### src/rtl/can_pkg.sv
// Shared types and default widths for the CAN register write arbiter.
package can_pkg;

    localparam int CAN_AW = 8;
    localparam int CAN_DW = 8;

    typedef enum logic [1:0] {
        IDLE    = 2'd0,
        WR_HOST = 2'd1,
        WR_CORE = 2'd2,
        DONE    = 2'd3
    } arb_state_e;

    typedef enum logic {
        GNT_HOST = 1'b0,
        GNT_CORE = 1'b1
    } gnt_src_e;

endpackage

### src/rtl/can_addr_prot_chk.sv
// Write-protection check: addresses in [PROT_LO, PROT_HI] are writable only in reset mode.
module can_addr_prot_chk #(
    parameter int AW      = 8,
    parameter int PROT_LO = 0,
    parameter int PROT_HI = 7
) (
    input  logic [AW-1:0] addr,
    input  logic          reset_mode,
    output logic          allow
);

    // Compare as signed 32-bit so a zero lower bound does not degenerate into a constant test.
    logic signed [31:0] addr_s;
    logic               in_range;

    assign addr_s   = signed'(32'(addr));
    assign in_range = (addr_s >= PROT_LO) && (addr_s <= PROT_HI);
    assign allow    = reset_mode || !in_range;

endmodule

### src/rtl/can_reg_write_arb.sv
// Arbitrates host and core writes onto a single register-bank write port.
// Optional macro CAN_ARB_ROUND_ROBIN_EN swaps fixed core priority for round robin.
module can_reg_write_arb
    import can_pkg::*;
#(
    parameter int AW           = CAN_AW,
    parameter int DW           = CAN_DW,
    parameter int STARVE_LIMIT = 4,
    parameter int PROT_LO      = 0,
    parameter int PROT_HI      = 7
) (
    input  logic          clk,
    input  logic          rst,
    input  logic          reset_mode,
    input  logic          host_req,
    input  logic [AW-1:0] host_addr,
    input  logic [DW-1:0] host_wdata,
    output logic          host_ack,
    output logic          host_err,
    input  logic          core_req,
    input  logic [AW-1:0] core_addr,
    input  logic [DW-1:0] core_wdata,
    output logic          core_gnt,
    output logic          reg_we,
    output logic [AW-1:0] reg_addr,
    output logic [DW-1:0] reg_wdata
);

    arb_state_e    state_q, state_d;
    logic          reg_we_q, reg_we_d;
    logic [AW-1:0] reg_addr_q, reg_addr_d;
    logic [DW-1:0] reg_wdata_q, reg_wdata_d;
    logic          host_ack_q, host_ack_d;
    logic          host_err_q, host_err_d;
    logic          core_gnt_q, core_gnt_d;
    logic          host_allow;
    logic          host_win;

    can_addr_prot_chk #(
        .AW      (AW),
        .PROT_LO (PROT_LO),
        .PROT_HI (PROT_HI)
    ) u_prot_chk (
        .addr       (host_addr),
        .reset_mode (reset_mode),
        .allow      (host_allow)
    );

`ifdef CAN_ARB_ROUND_ROBIN_EN
    gnt_src_e last_gnt_q, last_gnt_d;

    assign host_win = host_req && (!core_req || (last_gnt_q == GNT_CORE));

    always_comb begin
        last_gnt_d = last_gnt_q;
        if (state_q == IDLE) begin
            if (host_win) begin
                last_gnt_d = GNT_HOST;
            end else if (core_req) begin
                last_gnt_d = GNT_CORE;
            end
        end
    end

    always_ff @(posedge clk or negedge rst) begin
        if (!rst) begin
            last_gnt_q <= GNT_HOST;
        end else begin
            last_gnt_q <= last_gnt_d;
        end
    end
`else
    localparam int             SW         = (STARVE_LIMIT < 1) ? 1 : $clog2(STARVE_LIMIT + 1);
    localparam logic [SW-1:0]  STARVE_MAX = SW'(STARVE_LIMIT);

    logic [SW-1:0] starve_q, starve_d;

    assign host_win = host_req && (!core_req || (starve_q == STARVE_MAX));

    // Counts only grant decisions the host lost; any idle-host cycle wipes the history.
    always_comb begin
        starve_d = starve_q;
        if (!host_req) begin
            starve_d = '0;
        end else if (state_q == IDLE) begin
            if (host_win) begin
                starve_d = '0;
            end else if (core_req && (starve_q != STARVE_MAX)) begin
                starve_d = starve_q + 1'b1;
            end
        end
    end

    always_ff @(posedge clk or negedge rst) begin
        if (!rst) begin
            starve_q <= '0;
        end else begin
            starve_q <= starve_d;
        end
    end
`endif

    // Outputs are registered so they line up with the WR_* state; DONE gives requesters time to drop.
    always_comb begin
        state_d     = state_q;
        reg_we_d    = 1'b0;
        reg_addr_d  = reg_addr_q;
        reg_wdata_d = reg_wdata_q;
        host_ack_d  = 1'b0;
        host_err_d  = 1'b0;
        core_gnt_d  = 1'b0;
        case (state_q)
            IDLE: begin
                if (host_win) begin
                    state_d    = WR_HOST;
                    host_ack_d = 1'b1;
                    if (host_allow) begin
                        reg_we_d    = 1'b1;
                        reg_addr_d  = host_addr;
                        reg_wdata_d = host_wdata;
                    end else begin
                        host_err_d = 1'b1;
                    end
                end else if (core_req) begin
                    state_d     = WR_CORE;
                    core_gnt_d  = 1'b1;
                    reg_we_d    = 1'b1;
                    reg_addr_d  = core_addr;
                    reg_wdata_d = core_wdata;
                end
            end
            WR_HOST, WR_CORE: state_d = DONE;
            DONE:             state_d = IDLE;
            default:          state_d = IDLE;
        endcase
    end

    always_ff @(posedge clk or negedge rst) begin
        if (!rst) begin
            state_q     <= IDLE;
            reg_we_q    <= 1'b0;
            reg_addr_q  <= '0;
            reg_wdata_q <= '0;
            host_ack_q  <= 1'b0;
            host_err_q  <= 1'b0;
            core_gnt_q  <= 1'b0;
        end else begin
            state_q     <= state_d;
            reg_we_q    <= reg_we_d;
            reg_addr_q  <= reg_addr_d;
            reg_wdata_q <= reg_wdata_d;
            host_ack_q  <= host_ack_d;
            host_err_q  <= host_err_d;
            core_gnt_q  <= core_gnt_d;
        end
    end

    assign reg_we    = reg_we_q;
    assign reg_addr  = reg_addr_q;
    assign reg_wdata = reg_wdata_q;
    assign host_ack  = host_ack_q;
    assign host_err  = host_err_q;
    assign core_gnt  = core_gnt_q;

endmodule
### config.mk
export PLATFORM = sky130hd
export DESIGN_NAME = can_reg_write_arb
export DESIGN_NICKNAME = d
export VERILOG_FILES = /design/src/rtl/can_pkg.sv /design/src/rtl/can_addr_prot_chk.sv /design/src/rtl/can_reg_write_arb.sv
export SDC_FILE = /design/constraint.sdc
export NUM_CORES = 1
export LEC_CHECK = 0
export BUFFER_PORTS_ARGS = -buffer_cell sky130_fd_sc_hd__buf_2
export CORE_ASPECT_RATIO = 0.8
export CORE_MARGIN = 3
export CORE_UTILIZATION = 49
export CTS_BUF_LIST = sky130_fd_sc_hd__clkbuf_16
export CTS_CLUSTER_SIZE = 25
export DETAILED_ROUTE_END_ITERATION = 12
export PLACE_DENSITY = 0.84
export SLEW_MARGIN = 20
export SYNTH_ARGS = -nofsm -noshare
export SYNTH_HDL_FRONTEND = slang
export SYNTH_SLANG_ARGS = --single-unit
### constraint.sdc
create_clock -name clk -period 4.1 [get_ports clk]
set_clock_uncertainty 0.05 [all_clocks]
set_input_delay 0.615 -clock clk [delete_from_list [all_inputs] [get_ports clk]]
set_output_delay 0.615 -clock clk [all_outputs]
set_load 0.005 [all_outputs]
==> results.yml, run 1 <==
setup_path:
  r2r_start: "state_q[0]"
  start_kind: "input port"
  critical_path_arrival_ns: 2.30
  timing_worst_setup_path_type: "input port to flop"
  crit_path_start: "host_addr[3]"
  crit_fanout: 11
  reg2regPathDepth: 5
  cp.required_ns: 4.23
  end_kind: "flop"
pwr:
  combPwrFrac_pct: 38.6
  pwr-share-seq_pct: 40.1
  cellInternalPower_uw: 675
  power_density_mw_per_mm2: 632
  p_sw_uw: 311
  sw_frac_of_total_pct: 31.6
  p_leak_nw: 0.773
  p_clk_share_pct: 21.3
  peakVddDrop_mv: 0.358
floorplanning:
  die_h_um: 50.6
  io_pins: 57
  die_width_um: 61.8
  start_util_pct: 54.1
  die-area_mm2: 0.00313
  coreArea_mm2: 0.00225
  row_count: 15
placed_design:
  preCtsSetupSlack_ns: 1.67
  dp_hpwl_mm: 2.13
  globalplace.congestion: 0.825
  dpl_cell_area_mm2: 0.00148
  io_buffers: 56
route:
  via_per_inst: 5.63
  drt_iter0_markers: 52
  ant_nets: 0
  drtPass1Iterations: 4
  wl_per_cell_um: 15.6
  drc: 0
  finalWirelength_mm: 2.87
  vias: 1035
cells_and_area:
  n_fill_cell: 176
  syn_to_final_growth_pct: 28.0
  layout.nets: 200
  antenna_cells: 0
  seqCellArea_um2: 626
  stdcell_area_mm2: 0.00156
  drive_gt1_share_pct: 44.7
  multi_input_area_um2: 505
timing:
  rsz0062_at_grt: "false"
  layout_min_cycle_time_ns: 2.17
  timing.final.crit_share_pct: 52.9
  fmax_mhz: 461
  setup_tns_ns: 0
  fin_ws_ns: 1.93
  tightest_slew_ns: 0.757
  slew_violations: 0
  relSlewSlack_pct: 49.3
  finalSetupViolations: 0
  hold_viol: 0
logic_synthesis:
  syn_inst: 106
  seq_area_frac_synth_pct: 51.3
  synth_area_per_cell_um2: 11.5
  syn_area_mm2: 0.00122
  synth_edf_count: 0
  synthesis.nets: 146
  synth_cell_type_count: 32
  yosys_register_bits: 25
  synth_flop_cell: "dfrtp_1"
  ys_warn_count: 0
  async_flop_share_pct: 100
global_routing:
  antenna_found_initial: 0
  grt_use_total_pct: 19.0
  grt_pass1_wl_mm: 4.34
  first_global_vias: 998
  grt_overflow_total: 0
  grt_max_degree: 26
worst_hold_path:
  holdCritPathClass: "input port to async pin"
run:
  maxCapViolCount: 0
outcome:
  status: "finished clean"
clocking:
  cts_tree: "done"
  cts_buffers: 3
  path_clk_slew_ns: 0.06
  cts_buffer_depth: 2
  clock_latency_ns: 0.25
  post_cts_buffers: 0
  post_cts_resized: 0
  htreeDepth: 1
  clock-sinks: 25
  cts-hold-fix-buffers: 0
  cts-root-buf: "clkbuf_16"
## metrics by stage
stage | cells | total power [mW] | utilization [%] | hold WS (ns)
2_1_floorplan | 106 | 0.641 | - | 0.269
3_5_place_dp | 180 | 0.779 | 65.7 | 0.459
4_1_cts | 184 | 0.996 | 69.3 | 0.307
3_3_place_gp | 180 | 0.757 | 65.7 | 0.454
5_1_grt | 184 | 1.06 | 69.3 | 0.336
6_report | 184 | 0.986 | 69.3 | 0.295
## sequential cells by signal (all words and copies together) (netlist names)
signal / count
reg_addr: 8
starve_q: 3
reg_we: 1
state_q: 2
reg_wdata: 8
core_gnt: 1
host_ack: 1
host_err: 1
## critical path, cell delays in order
cell and delay, ns:
buf_2 0.11, or4_4 0.53, o211ai_1 0.63, o22ai_1 0.23, a2bb2oi_2 0.19
## per-layer routing
metal,share of wire [%],track usage [%],wire (um),vias up
met5,0,0,0,-
met2,53,32.8,1510,33
met4,2.0,7.07,56,0
met1,41,22.0,1170,504
met3,4.5,4.88,130,4
li1,-,-,-,494
## cell type report
type	count	share of cell area, %
Sequential cell	25	40.1
Multi-Input combinational cell	64	32.4
Timing Repair Buffer	56	18.0
Clock buffer	3	4.81
Inverter	10	2.41
Tap cell	25	2.00
Clock inverter	1	0.321
## logic make-up (layout without fill, tap and decap cells)
logic type	count (synthesis)	count (layout)	synth area share (%)
fa+ha+maj	3	3	3.08
flops	25	25	51.3
compound gates	38	38	25.1
buf+inv	17	70	7.19
simple gates	17	17	8.32
mux	6	6	5.03
## power by group through the flow
stage	Clock (mW)	Sequential [mW]	Combinational, mW
4_1_cts	0.216	0.395	0.385
2_1_floorplan	0	0.406	0.235
3_3_place_gp	0	0.394	0.363
5_1_grt	0.224	0.406	0.428
3_5_place_dp	0	0.398	0.381
6_report	0.210	0.396	0.381
## synthesized netlist by cell type, drive strengths merged, types with 2 or more instances
cell	instances	area, um^2
a21boi	2	15.0
a21oi	3	26.3
a2bb2oi	11	121
and2	3	22.5
and3	2	12.5
buf	5	42.5
clkbuf	2	7.51
dfrtp	25	626
ha	3	37.5
inv	10	37.5
mux2i	5	50.1
nand2	2	7.51
nand2b	2	12.5
nand3	2	10.0
nor2	2	7.51
o22ai	17	106
## final timing paths
path,endpoint,slack (ns)
worst min register to register,reg_wdata[7],0.47
worst max register to register,reg_addr[6],2.12
worst max-delay path,reg_addr[2],1.93
max in group asynchronous,reg_wdata[1],3.33
min in group clk,reg_wdata[7],0.47
worst min-delay path,host_err,0.30
## layout by cell type, fill, tap and decap left out, drive strengths merged, types with 2 or more instances in the layout
cell type  synthesis  final
a21boi             2      2
a21oi              3      3
a2bb2oi           11     11
and2               3      3
and3               2      2
buf                5     56
clkbuf             2      3
dfrtp             25     25
ha                 3      3
inv               10     10
mux2i              5      5
nand2              2      2
nand2b             2      2
nand3              2      2
nor2               2      2
o22ai             17     17
No activity file was read; power rests on OpenSTA's default activity.
==> run 2, diff against run 1 <==
CORE_UTILIZATION = 41   (was 49)
PLACE_DENSITY = 0.75   (was 0.84)
clock period = 1.8 ns   (was 4.1 ns; I/O delays follow)
==> run 2 against run 1 <==
Sequential share of layout area fell by 2.0 points. Worst setup slack got worse by 1.8 ns. Flip-flop and latch count stayed put. Via count is 2.3% higher. Sequential power rose by 130%. Highest routed layer unchanged. Power rose by 140%. Combinational power rose by 140%.
==> results.yml, run 2 (same netlist as run 1, synthesis figures left out) <==
outcome:
  status: "finished clean"
route:
  via_per_inst: 5.22
  finalWirelength_mm: 2.91
  wl_per_cell_um: 14.3
  vias: 1059
  drt_iter0_markers: 39
  drtPass1Iterations: 4
  ant_nets: 0
  drc: 0
cells_and_area:
  final_common_cell: "buf_2"
  finish.utilization_pct: 58.5
  mostFrequentLayoutCells: "buf_2 (56), dfrtp_1 (25), o22ai_1 (16)"
  syn_to_final_growth_pct: 34.8
  stdcell_count: 203
  layout.nets: 206
  n_fill_cell: 252
  antenna_cells: 0
  stdcell_area_mm2: 0.00164
  drive_gt1_share_pct: 46.7
setup_path:
  timing_worst_setup_path_type: "flop to flop"
  cp_slowest_stage_delay_ns: 0.37
  cp.required_ns: 1.88
  end_kind: "flop"
  start_kind: "flop"
  critical_path_arrival_ns: 1.78
  path_cells: "inv_1, ha_1, a21bo_2, and2_4, buf_4, o22ai_1, a2bb2oi_2"
  crit_fanout: 16
  crit_slowest_cell: "dfrtp_1"
global_routing:
  grt_use_total_pct: 17.1
  grt_pass1_wl_mm: 4.52
  first_global_vias: 977
  grt_max_degree: 26
  antenna_found_initial: 0
  grt_overflow_total: 0
timing:
  tightest_slew_ns: 0.538
  slew_violations: 0
  relSlewSlack_pct: 64.2
  fmax_mhz: 591
  layout_min_cycle_time_ns: 1.69
  hold_viol: 0
  timing.final.crit_share_pct: 94.0
  setup_tns_ns: 0
  finalSetupViolations: 0
  rsz0062_at_grt: "false"
floorplanning:
  coreArea_mm2: 0.00281
  row_count: 17
  io_pins: 57
  die_h_um: 54.8
  die-area_mm2: 0.00367
  start_util_pct: 43.4
  die_width_um: 67.0
placed_design:
  globalplace.congestion: 0.741
  io_buffers: 56
  dp.cells: 197
  dp_hpwl_mm: 2.15
  dpl_cell_area_mm2: 0.00153
worst_hold_path:
  holdCritPathClass: "input port to flop"
clocking:
  cts_buffer_depth: 2
  cts_tree: "done"
  cts-root-buf: "clkbuf_16"
  clock_latency_ns: 0.26
  clock-sinks: 25
  cts_buffers: 3
  path_clk_slew_ns: 0.06
  htreeDepth: 1
pwr:
  finalPower_mw: 2.33
  power_density_mw_per_mm2: 1420
  p_leak_nw: 0.807
  peakVddDrop_mv: 0.581
run:
  maxCapViolCount: 0
run 2: cell types whose count changed in the layout (fill, tap and decap cells not counted), sizes merged:
cell	previous run	this run
dlygate4sd3	0	1
buf	56	61
run 2: cell type report:
cell class                 count  area (um^2)  area share [%]
clock inverter                 1         5.00           0.305
timing repair buffer          62          340            20.7
clock buffer                   3         75.1            4.57
multi-input combinational     64          512            31.1
inverter                      10         37.5            2.28
tap                           38         47.5            2.89
sequential                    25          626            38.1
run 2: critical path: cells and delay by family (launching register included):
family                   cells  cell delay [ns]
AO/OA/AOI/OAI                3             0.52
flip-flops                   1             0.37
buffers and inverters        2             0.26
adder cells (fa/ha/maj)      1             0.19
AND/OR/NAND/NOR              1             0.17
run 2: power breakdown:
part / internal [mW] / switching (mW) / leakage [nW]
logic: 0.504 / 0.420 / 0.466
registers: 0.789 / 0.123 / 0.300
clock network: 0.299 / 0.191 / 0.0409
run 2: stage by stage:
step	hold slack, ns	setup WS [ns]
detailed placement	0.235	0.0124
global placement	0.228	0.101
floorplan	-0.0756	0.105
finish	0.254	0.108
CTS	0.253	0.0191
global route	0.274	0.0304
run 2: final timing paths:
path                                    from            to  slack (ns)  depth (start not counted)
worst min-delay path            core_addr[6]   reg_addr[6]        0.25                          3
min in group asynchronous                rst   starve_q[2]        0.48                          2
max in group asynchronous                rst    state_q[0]        0.86                          2
worst min register to register  reg_wdata[1]  reg_wdata[1]        0.48                          1
worst max-delay path             starve_q[0]  reg_wdata[0]        0.11                          7
worst max register to register   starve_q[0]  reg_wdata[0]        0.11                          7
run 2: repair_timing:
action | 4_1_cts | 5_1_grt
resized for setup | 0 | 1
endpoints found under the hold margin | 25 | 0
setup buffers | 0 | 1
endpoints found under the setup margin | 0 | 13
hold buffers | 1 | 0
run 2: per-layer routing:
| metal | routed length, um | share of wire [%] | GRT usage [%] |
|---|---|---|---|
| met5 | 0 | 0 | 0 |
| met4 | 72 | 2.5 | 9.09 |
| met1 | 1230 | 42 | 22.8 |
| met2 | 1340 | 46 | 26.2 |
| met3 | 268 | 9.2 | 3.49 |
==> run 3, diff against run 2 <==
PLACE_DENSITY = 0.83   (was 0.75)
==> run 3 against run 2 <==
Wire length rose by 9.1%. Clock-buffer cell count did not move. Largest power group unchanged. Worst setup slack barely moved. Register-to-register slack barely moved. Sequential share of layout area fell by 0.17 points. Fmax barely moved. Sequential power barely moved. Combinational power rose by 1%. Final area rose by 0.46%. Flip-flop and latch count did not move.
==> results.yml, run 3 (same netlist as run 1, synthesis figures left out) <==
worst_hold_path:
  min_from: "host_addr[0]"
  holdCritPathClass: "input port to flop"
  hold_end: "reg_addr[0]"
  holdPathStages: 3
global_routing:
  first_global_vias: 1051
  grt_overflow_total: 0
  grt_pass1_wl_mm: 4.73
  grt_use_total_pct: 17.7
  antenna_found_initial: 0
  grt_max_degree: 26
route:
  ant_nets: 0
  drtPass1Iterations: 4
  wl_per_cell_um: 15.7
  drc: 0
  finalWirelength_mm: 3.18
  vias: 1080
  via_per_inst: 5.32
  drt_iter0_markers: 36
setup_path:
  end_kind: "flop"
  start_kind: "flop"
  r2r_start: "starve_q[0]"
  rrSetupSlack_ns: 0.11
  cp.required_ns: 1.87
  r2r-end: "reg_wdata[0]"
  crit_fanout: 16
  critical_path_arrival_ns: 1.76
  timing_worst_setup_path_type: "flop to flop"
  reg2regPathDepth: 7
placed_design:
  dp_hpwl_mm: 2.31
  dpl_cell_area_mm2: 0.00153
  io_buffers: 56
  globalplace.congestion: 0.698
timing:
  rsz0062_at_grt: "false"
  timing.final.crit_share_pct: 94.0
  fmax_mhz: 591
  layout_min_cycle_time_ns: 1.69
  tightest_slew_ns: 0.544
  finalSetupViolations: 0
  slew_violations: 0
  setup_tns_ns: 0
  hold_viol: 0
  relSlewSlack_pct: 63.7
clocking:
  path_clk_slew_ns: 0.06
  htreeDepth: 1
  cts_buffers: 3
  clock-sinks: 25
  clock_latency_ns: 0.25
  cts_tree: "done"
  cts_buffer_depth: 2
  cts-root-buf: "clkbuf_16"
floorplanning:
  start_util_pct: 43.4
  die_h_um: 54.8
  coreArea_mm2: 0.00281
  die-area_mm2: 0.00367
  row_count: 17
  io_pins: 57
  die_width_um: 67.0
cells_and_area:
  final_common_cell: "buf_2"
  mostFrequentLayoutCells: "buf_2 (56), dfrtp_1 (25), o22ai_1 (17)"
  layout.nets: 206
  stdcell_area_mm2: 0.00165
  antenna_cells: 0
  drive_gt1_share_pct: 46.7
  syn_to_final_growth_pct: 35.4
outcome:
  status: "finished clean"
run:
  maxCapViolCount: 0
pwr:
  p_leak_nw: 0.803
  peakVddDrop_mv: 0.699
  power_density_mw_per_mm2: 1410
## run 3: metal layers
metal	vias to the layer above	share of wire (%)	global-route usage (%)
met5	-	0	0
met4	0	0.85	9.76
met3	2	6.0	2.26
met2	46	51	32.4
met1	521	42	20.3
li1	511	-	-
## run 3: per-stage QoR
| step | cells | power, mW | util [%] | setup WS, ns | hold slack [ns] |
|---|---|---|---|---|---|
| 3_5_place_dp | 197 | 1.80 | 54.4 | 0.0189 | 0.233 |
| 5_1_grt | 203 | 2.49 | 58.8 | 0.00806 | 0.286 |
| 3_3_place_gp | 197 | 1.75 | 54.4 | 0.0976 | 0.220 |
| 6_report | 203 | 2.33 | 58.8 | 0.108 | 0.274 |
| 4_1_cts | 203 | 2.34 | 58.4 | 0.0469 | 0.264 |
| 2_1_floorplan | 106 | 1.46 | - | 0.105 | -0.0756 |
## run 3: critical path, cell delays in order, from the launching register on
cell       delay [ns]
dfrtp_1          0.37
inv_1            0.07
ha_1             0.19
a21bo_2          0.22
and2_4           0.18
buf_8            0.16
o22ai_1          0.24
a2bb2oi_2        0.09
## run 3: final cells by class
cell class	instances	area (um^2)
fillers	239	1160
multi-input cells	64	509
well taps	38	47.5
inverters	10	37.5
flip-flops and latches	25	626
clock buffers	3	75.1
repair buffers	62	348
clock inverters	1	7.51
## run 3: report_power, final
group	internal, mW	switching (mW)	total [mW]
logic	0.505	0.429	0.934
registers	0.789	0.121	0.910
clock network	0.301	0.184	0.485
## run 3: worst max-delay path by stage
stage                start            to  slack (ns)  cells past startpoint
3_3_place_gp   starve_q[0]   reg_addr[6]         0.1                      6
4_1_cts        starve_q[0]   reg_addr[3]        0.05                      7
2_1_floorplan  starve_q[0]   reg_addr[3]        0.10                      8
6_report       starve_q[0]  reg_wdata[0]        0.11                      7
5_1_grt        starve_q[0]   reg_addr[3]       0.008                      7
3_5_place_dp   starve_q[0]   reg_addr[4]        0.02                      6
## run 3: repair_timing
action | 4_1_cts | 5_1_grt
hold buffers | 1 | 0
resized for setup | 0 | 3
pin swaps | 1 | 0
buffers inserted | 1 | 0
endpoints found under the hold margin | 25 | 0
setup endpoints to repair | 2 | 6
